**src/rtl/mig_eval_pkg.sv**
```systemverilog
// Shared constants, operand encoding and FSM state type for the
// majority-inverter-graph evaluator.
package mig_eval_pkg;

  localparam int MAX_NODES = 16;
  localparam int NUM_X     = 7;
  localparam int NUM_PAT   = 128;
  localparam int SEL_W     = 5;
  localparam int CFG_W     = 18;

  localparam logic [SEL_W-1:0] SEL_CONST0 = 5'd0;
  localparam logic [SEL_W-1:0] SEL_X0     = 5'd1;
  localparam logic [SEL_W-1:0] SEL_NODE0  = 5'd8;

  // cfg_data = {cA, selA, cB, selB, cC, selC}
  localparam int CA_BIT   = 17;
  localparam int SELA_LSB = 12;
  localparam int CB_BIT   = 11;
  localparam int SELB_LSB = 6;
  localparam int CC_BIT   = 5;
  localparam int SELC_LSB = 0;

  typedef enum logic [1:0] {
    ST_IDLE = 2'd0,
    ST_EVAL = 2'd1,
    ST_DONE = 2'd2
  } state_t;

endpackage

```
**src/rtl/mig_eval_seq_maj3.sv**
```systemverilog
// Shared three-input majority gate with per-operand complement.
module maj3_unit (
  input  logic a,
  input  logic b,
  input  logic c,
  input  logic ca,
  input  logic cb,
  input  logic cc,
  output logic y
);

  logic ax, bx, cx;

  assign ax = a ^ ca;
  assign bx = b ^ cb;
  assign cx = c ^ cc;
  assign y  = (ax & bx) | (ax & cx) | (bx & cx);

endmodule

```
**src/rtl/mig_eval_seq.sv**
```systemverilog
// Sequential MIG evaluator: walks a stored program of majority nodes one per
// cycle through a single MAJ3, either for one input vector or all 128.
module mig_eval_seq #(
  parameter int MAX_NODES = 16
) (
  input  logic         clk,
  input  logic         rst_n,
  input  logic         cfg_we,
  input  logic [3:0]   cfg_addr,
  input  logic [17:0]  cfg_data,
  input  logic [4:0]   num_nodes,
  input  logic         out_inv,
  input  logic         sweep,
  input  logic         start,
  input  logic [6:0]   x,
  output logic         busy,
  output logic         done,
  output logic         result,
  output logic [127:0] tt
);
  import mig_eval_pkg::*;

  localparam logic [4:0] MAXN = 5'(MAX_NODES);

  state_t               state_q, state_d;
  logic [CFG_W-1:0]     prog_q [MAX_NODES];
  logic [MAX_NODES-1:0] node_q;
  logic [3:0]           k_q;
  logic [6:0]           pat_q;
  logic [6:0]           x_q;
  logic [4:0]           n_q;
  logic                 inv_q;
  logic                 sweep_q;
  logic                 result_q;
  logic [127:0]         tt_q;

  logic [CFG_W-1:0]     cur;
  logic [6:0]           x_eff;
  logic [4:0]           n_start;
  logic                 last_node;
  logic                 last_pat;
  logic                 op_a, op_b, op_c;
  logic                 maj_y;

  // Node operands only see nodes already computed in this pattern.
  function automatic logic operand(input logic [4:0]           sel,
                                   input logic [6:0]           xv,
                                   input logic [MAX_NODES-1:0] nodes,
                                   input logic [3:0]           k);
    logic [4:0] j;
    logic       v;
    v = 1'b0;
    j = sel - SEL_NODE0;
    if (sel == SEL_CONST0) begin
      v = 1'b0;
    end else if (sel < SEL_NODE0) begin
      v = xv[3'(sel - SEL_X0)];
    end else if ((sel < SEL_NODE0 + 5'd16) && (j < {1'b0, k})) begin
      v = nodes[j[3:0]];
    end
    return v;
  endfunction

  assign cur       = prog_q[k_q];
  assign x_eff     = sweep_q ? pat_q : x_q;
  assign n_start   = (num_nodes > MAXN) ? MAXN : num_nodes;
  assign last_node = ({1'b0, k_q} == (n_q - 5'd1));
  assign last_pat  = (pat_q == 7'h7f);

  assign op_a = operand(cur[SELA_LSB +: SEL_W], x_eff, node_q, k_q);
  assign op_b = operand(cur[SELB_LSB +: SEL_W], x_eff, node_q, k_q);
  assign op_c = operand(cur[SELC_LSB +: SEL_W], x_eff, node_q, k_q);

  maj3_unit u_maj3 (
    .a  (op_a),
    .b  (op_b),
    .c  (op_c),
    .ca (cur[CA_BIT]),
    .cb (cur[CB_BIT]),
    .cc (cur[CC_BIT]),
    .y  (maj_y)
  );

  always_ff @(posedge clk) begin
    if (!rst_n) state_q <= ST_IDLE;
    else        state_q <= state_d;
  end

  always_comb begin
    state_d = state_q;
    busy    = 1'b0;
    done    = 1'b0;
    case (state_q)
      ST_IDLE: begin
        if (start) state_d = (n_start == 5'd0) ? ST_DONE : ST_EVAL;
      end
      ST_EVAL: begin
        busy = 1'b1;
        if (last_node && (!sweep_q || last_pat)) state_d = ST_DONE;
      end
      ST_DONE: begin
        done    = 1'b1;
        state_d = ST_IDLE;
      end
      default: state_d = ST_IDLE;
    endcase
  end

  always_ff @(posedge clk) begin
    if (!rst_n) begin
      for (int i = 0; i < MAX_NODES; i++) prog_q[i] <= '0;
      node_q   <= '0;
      k_q      <= '0;
      pat_q    <= '0;
      x_q      <= '0;
      n_q      <= '0;
      inv_q    <= 1'b0;
      sweep_q  <= 1'b0;
      result_q <= 1'b0;
      tt_q     <= '0;
    end else begin
      if (cfg_we && (state_q != ST_EVAL)) prog_q[cfg_addr] <= cfg_data;

      case (state_q)
        ST_IDLE: begin
          if (start) begin
            x_q     <= x;
            n_q     <= n_start;
            inv_q   <= out_inv;
            sweep_q <= sweep;
            pat_q   <= '0;
            k_q     <= '0;
            node_q  <= '0;
            // Empty program: the function is just the output polarity.
            if (n_start == 5'd0) begin
              if (sweep) tt_q     <= {128{out_inv}};
              else       result_q <= out_inv;
            end
          end
        end
        ST_EVAL: begin
          node_q[k_q] <= maj_y;
          if (last_node) begin
            k_q    <= '0;
            node_q <= '0;
            if (sweep_q) begin
              tt_q[pat_q] <= maj_y ^ inv_q;
              pat_q       <= pat_q + 7'd1;
            end else begin
              result_q <= maj_y ^ inv_q;
            end
          end else begin
            k_q <= k_q + 4'd1;
          end
        end
        default: ;
      endcase
    end
  end

  assign result = result_q;
  assign tt     = tt_q;

endmodule

```
**config.mk**
```make
export PLATFORM = sky130hd
export DESIGN_NAME = mig_eval_seq
export DESIGN_NICKNAME = d
export VERILOG_FILES = /design/src/rtl/mig_eval_pkg.sv /design/src/rtl/mig_eval_seq_maj3.sv /design/src/rtl/mig_eval_seq.sv
export SDC_FILE = /design/constraint.sdc
export NUM_CORES = 1
export LEC_CHECK = 0
export ABC_CLOCK_PERIOD_IN_PS = 8300
export BUFFER_PORTS_ARGS = -buffer_cell sky130_fd_sc_hd__buf_4
export CAP_MARGIN = 30
export CORE_MARGIN = 2
export CORE_UTILIZATION = 66
export DETAILED_ROUTE_END_ITERATION = 8
export GPL_TIMING_DRIVEN = 1
export PLACE_DENSITY_LB_ADDON = 0.15
export SETUP_SLACK_MARGIN = 0.02
export SLEW_MARGIN = 20
export SYNTH_ARGS = -nofsm -noshare
export SYNTH_HDL_FRONTEND = slang
export SYNTH_SLANG_ARGS = --single-unit
```
**constraint.sdc**
```tcl
create_clock -name clk -period 8.3 [get_ports clk]
set_input_delay 1.66 -clock clk [delete_from_list [all_inputs] [get_ports clk]]
set_output_delay 1.66 -clock clk [all_outputs]
set_load 0.01 [all_outputs]
```
==> reports/results.ini, run 1 <==
[clocking]
cts_buffers=47
clock_latency_ns=0.61
clock-sinks=464
path_clk_slew_ns=0.06
cts_root_buf=clkbuf_16
cts_tree=done
htreeDepth=2
post-cts-setup-buffers=0
cts_hold_buf=0
cts_buffer_depth=3
cts_resized=0

[grt]
grt_max_degree=104
grt_overflow=0
grt_pass1_vias=18500
antenna_found_initial=2
grtUsageTotal_pct=37.3
grt_pass1_wl_microns=108000

[sta]
worstMarginPinSlew_ns=1.04
rsz0062_at_grt=false
fmax_ghz=0.155
worst_hold_slack_ns=0.464
period_minus_slack_ns=6.46
fin_skew_ns=0.0208
hold_viol=0
final.setup.tns_ns=0
slew_violations=0
fin_crit_sh_pct=77.9
max_slew_margin_pct=30.4
setup_viol=0

[logic_synthesis]
synth_ff_type=edfxtp_1
synthDistinctLibCells=84
synth_edf_count=288
synth_xor_area_share_pct=0.585
yosys.area_share.simple_pct=15.5
synth_cells=2276
synth_area_per_cell_sq_um=10.5
yosys_warnings=0
synth_compound_area_share_pct=18.5
synth_mux_area_share_pct=8.92
synth_fa_ha_area_share_pct=1.41
syn_area_sq_um=24000
ys_ff_latch=464
async_flop_share_pct=0
synth_top_family_by_area=compound AO/OA/AOI/OAI gates
syn_nets=2343
ys_seq_area_share_pct=50.8

[placement]
dp_hpwl_microns=45200
place.gp.congestion=0.902
port_buffers=170
placed_area_sq_um=25600

[route]
drt_iter0_markers=2612
viasPerCell=6.72
firstDrtPassIters=6
wl_per_cell_microns=25.1
vias=19200
drc=0
finalWirelength_microns=71500
ant_nets=0

[setup_path]
reg2reg_depth=16
cp-end-kind=register
cp-start-kind=register
worstPathRequired_ns=8.76
cp_data_arrival_time_ns=6.93
crit_path_max_fanout=64
critPathKind=register to register

[flow_run]
cap_violations=0

[min_path]
worstHoldPathCells=2
hp-class=register to register

[outcome]
outcome=finished clean

[floorplanning]
die_w_microns=195
core_sq_um=35700
start_util_pct=67.2
row_count=69
dieHeight_microns=195
dieArea_sq_um=37800
io_pins=171

[finish]
most-common-layout-cells=and2_1 (298), a21oi_1 (292), edfxtp_1 (288), buf_4 (222), dfxtp_1 (172)
mostFrequentLayoutCell=and2_1
utilization_pct=76.3
syn_to_final_growth_pct=13.6
fin_area_sq_um=27200
drive_gt1_share_pct=20.5
nFillCells=2266
nets=2421

[pwr]
p_per_area_nw_per_um2=207
p_leak_nw=9.90
peakVddDrop_uv=276

## where the power goes
part           switching (mW)  leakage, nW  internal [mW]
Clock                   0.914        0.757           1.20
Sequential             0.0701         4.40           2.53
Combinational           0.568         4.74          0.360
Total                    1.55         9.90           4.09
## flip-flops by register name, summed over array words and instances (netlist names), named ones only
signal and cells:
prog_q 288, x_q 7, tt 128, inv_q 1
result 1, sweep_q 1, state_q 2, pat_q 7
n_q 5, k_q 4, node_q 16
## Yosys cell counts (all sizes together) (21+ instances only)
library cell,instances,share of area [%]
clkbuf,163,2.6
ha,27,1.4
inv,29,0.45
o21ai,220,4.6
a21oi,293,6.1
nor2,61,0.98
buf,43,1.3
nand2,164,2.6
and2,303,7.9
nor3,27,0.56
o22ai,86,2.8
nand3,26,0.54
mux2i,33,1.6
nand2b,21,0.55
dfxtp,176,15
edfxtp,288,36
o21a,68,2.1
mux4,71,6.7
## worst max-delay path, cell delays in order (launching register included)
cell	delay (ns)
dfxtp_4	0.73
buf_4	0.42
mux4_2	0.54
a22oi_1	0.19
and2_1	0.39
inv_2	0.14
ha_1	0.20
or4b_2	0.62
a221oi_1	0.37
o311ai_0	0.22
o22ai_1	0.30
o31a_1	0.20
o22ai_1	0.11
a31oi_2	0.35
mux2_4	0.74
buf_4	0.58
o21ai_0	0.17
## cell type report
class	instances	area (sq um)	share of cell area (%)
Inverter	29	109	0.400
Clock inverter	12	126	0.464
Tap cell	461	577	2.12
Clock buffer	72	1400	5.14
Antenna cell	1	2.50	0.00920
Timing Repair Buffer	235	1880	6.93
Multi-Input combinational cell	1577	10900	40.2
Sequential cell	464	12200	44.8
## metrics by stage
| stage | power, mW | instances | setup slack (ns) |
|---|---|---|---|
| after detailed placement | 3.55 | 2758 | 2.00 |
| after global routing | 5.81 | 2850 | 1.55 |
| after global placement | 3.52 | 2747 | 2.16 |
| after floorplan | 3.29 | 2276 | 3.82 |
| final | 5.64 | 2851 | 1.84 |
| after CTS | 5.62 | 2842 | 1.97 |
## logic make-up after synthesis
kind of cell / count (synthesis)
compound gates: 739
xor+xnor: 16
fa+ha+maj: 27
buf+inv: 235
flops: 464
mux: 118
simple gates: 677
## worst paths after layout
| kind | start | end | slack (ns) |
|---|---|---|---|
| max | register | tt[108]$_SDFFE_PN0P_ | 1.84 |
| min | x_q[3]$_SDFFE_PN0P_ | x_q[3]$_SDFFE_PN0P_ | 0.46 |
| max reg2reg | register | tt[108]$_SDFFE_PN0P_ | 1.84 |
| min reg2reg | x_q[3]$_SDFFE_PN0P_ | x_q[3]$_SDFFE_PN0P_ | 0.46 |
## routing by layer
layer | wire, microns | GRT usage, % | vias to the layer above
met4 | 2630 | 15.5 | 0
li1 | - | - | 8493
met5 | 0 | 0 | -
met1 | 27100 | 51.3 | 9171
met3 | 8130 | 6.37 | 206
met2 | 33600 | 59.4 | 1298
(Power assumes the default switching activity.)
==> run 2, diff against run 1 <==
--- a/config.mk
+++ b/config.mk
@@ -5,11 +5,11 @@
 export SDC_FILE = /design/constraint.sdc
 export NUM_CORES = 1
 export LEC_CHECK = 0
-export ABC_CLOCK_PERIOD_IN_PS = 8300
+export ABC_CLOCK_PERIOD_IN_PS = 6700
 export BUFFER_PORTS_ARGS = -buffer_cell sky130_fd_sc_hd__buf_4
 export CAP_MARGIN = 30
 export CORE_MARGIN = 2
-export CORE_UTILIZATION = 66
+export CORE_UTILIZATION = 61
 export DETAILED_ROUTE_END_ITERATION = 8
 export GPL_TIMING_DRIVEN = 1
 export PLACE_DENSITY_LB_ADDON = 0.15
==> constraint.sdc (replaced) <==
create_clock -name clk -period 6.7 [get_ports clk]
set_input_delay 1.34 -clock clk [delete_from_list [all_inputs] [get_ports clk]]
set_output_delay 1.34 -clock clk [all_outputs]
set_load 0.01 [all_outputs]
==> reports/results.ini, run 2 (synthesized netlist as in run 1, its figures left out) <==
[outcome]
outcome=finished clean

[setup_path]
cp-start-kind=register
reg2reg_depth=16
cpPeakStageDelay_ns=0.87
critPathKind=register to register
cp_data_arrival_time_ns=6.30
r2r_end=tt[70]$_SDFFE_PN0P_
path_cells=buf_4, mux4_2, a22o_1, nor2_1, inv_1, ha_1, or4b_2, a21oi_1, o211ai_1, nor4_1, o31a_1, o22ai_1, a31oi_2, mux2_4, buf_4, o22ai_1
worstPathRequired_ns=7.14
crit_path_max_fanout=45
cp-end-kind=register
crit_slowest_cell=dfxtp_2
r2r_slack_ns=0.85

[clocking]
cts_resized=0
cts_hold_buf=0
cts_root_buf=clkbuf_16
clock_latency_ns=0.59
path_clk_slew_ns=0.06
cts_tree=done
post-cts-setup-buffers=0
cts_buffers=49
clock-sinks=464
htreeDepth=2
cts_buffer_depth=3

[route]
vias=19000
drc=0
finalWirelength_microns=71900
ant_nets=0
firstDrtPassIters=5
drt_iter0_markers=2198
wl_per_cell_microns=24.7
viasPerCell=6.52

[pwr]
peakVddDrop_uv=258
p_leak_nw=9.94
p_per_area_nw_per_um2=259

[placement]
placed_area_sq_um=25700
dp_hpwl_microns=45400
pre_cts_slack_ns=0.890
port_buffers=170
place.gp.congestion=0.919

[min_path]
hp-class=register to register
min_to=n_q[4]$_SDFFE_PN0P_
min-delay-start=n_q[4]$_SDFFE_PN0P_
worstHoldPathCells=2

[grt]
grt_pass1_vias=18300
antenna_found_initial=0
grt_overflow=0
grt_max_degree=88
grtUsageTotal_pct=34.9
grt_pass1_wl_microns=109000

[finish]
syn_to_final_growth_pct=14.2
drive_gt1_share_pct=20.6
fin_area_sq_um=27300
largest_reg_flops=288
largest_register=prog_q
mostFrequentLayoutCell=and2_1
nets=2423
most-common-layout-cells=and2_1 (298), a21oi_1 (292), edfxtp_1 (288), buf_4 (224), dfxtp_1 (172)
num_antenna_cells=0

[sta]
period_minus_slack_ns=5.85
fin_crit_sh_pct=87.3
fmax_ghz=0.171
hold_viol=0
rsz0062_at_grt=false
final.setup.tns_ns=0
fin_skew_ns=0.0134
max_slew_margin_pct=31.2
setup_viol=0
slew_violations=0
worstMarginPinSlew_ns=1.03
worst_hold_slack_ns=0.483
setup_slack_ns=0.849

[floorplanning]
io_pins=171
start_util_pct=61.8
row_count=72
core_sq_um=38700
dieArea_sq_um=40900
die_w_microns=202
dieHeight_microns=202

[flow_run]
cap_violations=0

-- run 2: metrics by stage --
stage / std cells / util, % / power, mW
after floorplan: 2276 / - / 4.08
after global placement: 2811 / 65.9 / 4.37
after detailed placement: 2818 / 66.2 / 4.40
after CTS: 2908 / 70.4 / 7.09
after global routing: 2913 / 70.6 / 7.33
final: 2913 / 70.6 / 7.09
-- run 2: critical path, delay by kind of cell (launching register included) --
family | cells | cell delay [ns]
AOI/OAI and AO/OA | 7 | 1.32
adders and majority gates | 1 | 0.20
buffers and inverters | 3 | 1.08
DFF | 1 | 0.87
muxes | 2 | 0.93
and+or+nand+nor | 3 | 1.27
-- run 2: final cells by class --
cell class,count,area (sq um)
Timing Repair Buffer,235,1870
Clock inverter,23,203
Multi-Input combinational cell,1577,10900
Clock buffer,67,1410
Inverter,29,109
Sequential cell,464,12200
Tap cell,518,648
Fill cell,2805,11400
-- run 2: routing by layer --
| metal | up-vias | global-route usage, % | routed length, microns |
|---|---|---|---|
| met5 | - | 0 | 0 |
| met1 | 9274 | 45.8 | 27500 |
| li1 | 8496 | - | - |
| met2 | 1015 | 57.3 | 35000 |
| met3 | 201 | 5.87 | 6340 |
| met4 | 0 | 15.5 | 3120 |
-- run 2: power by group --
part	internal [mW]	switching [mW]
registers	3.14	0.0956
logic	0.445	0.689
clock network	1.58	1.14
-- run 2: worst max path at each step --
| stage | end | depth (start not counted) |
|---|---|---|
| after floorplan | tt[118]$_SDFFE_PN0P_ | 19 |
| after global placement | tt[46]$_SDFFE_PN0P_ | 16 |
| after detailed placement | tt[46]$_SDFFE_PN0P_ | 16 |
| after CTS | tt[46]$_SDFFE_PN0P_ | 17 |
| after global routing | tt[46]$_SDFFE_PN0P_ | 16 |
| final | tt[70]$_SDFFE_PN0P_ | 16 |
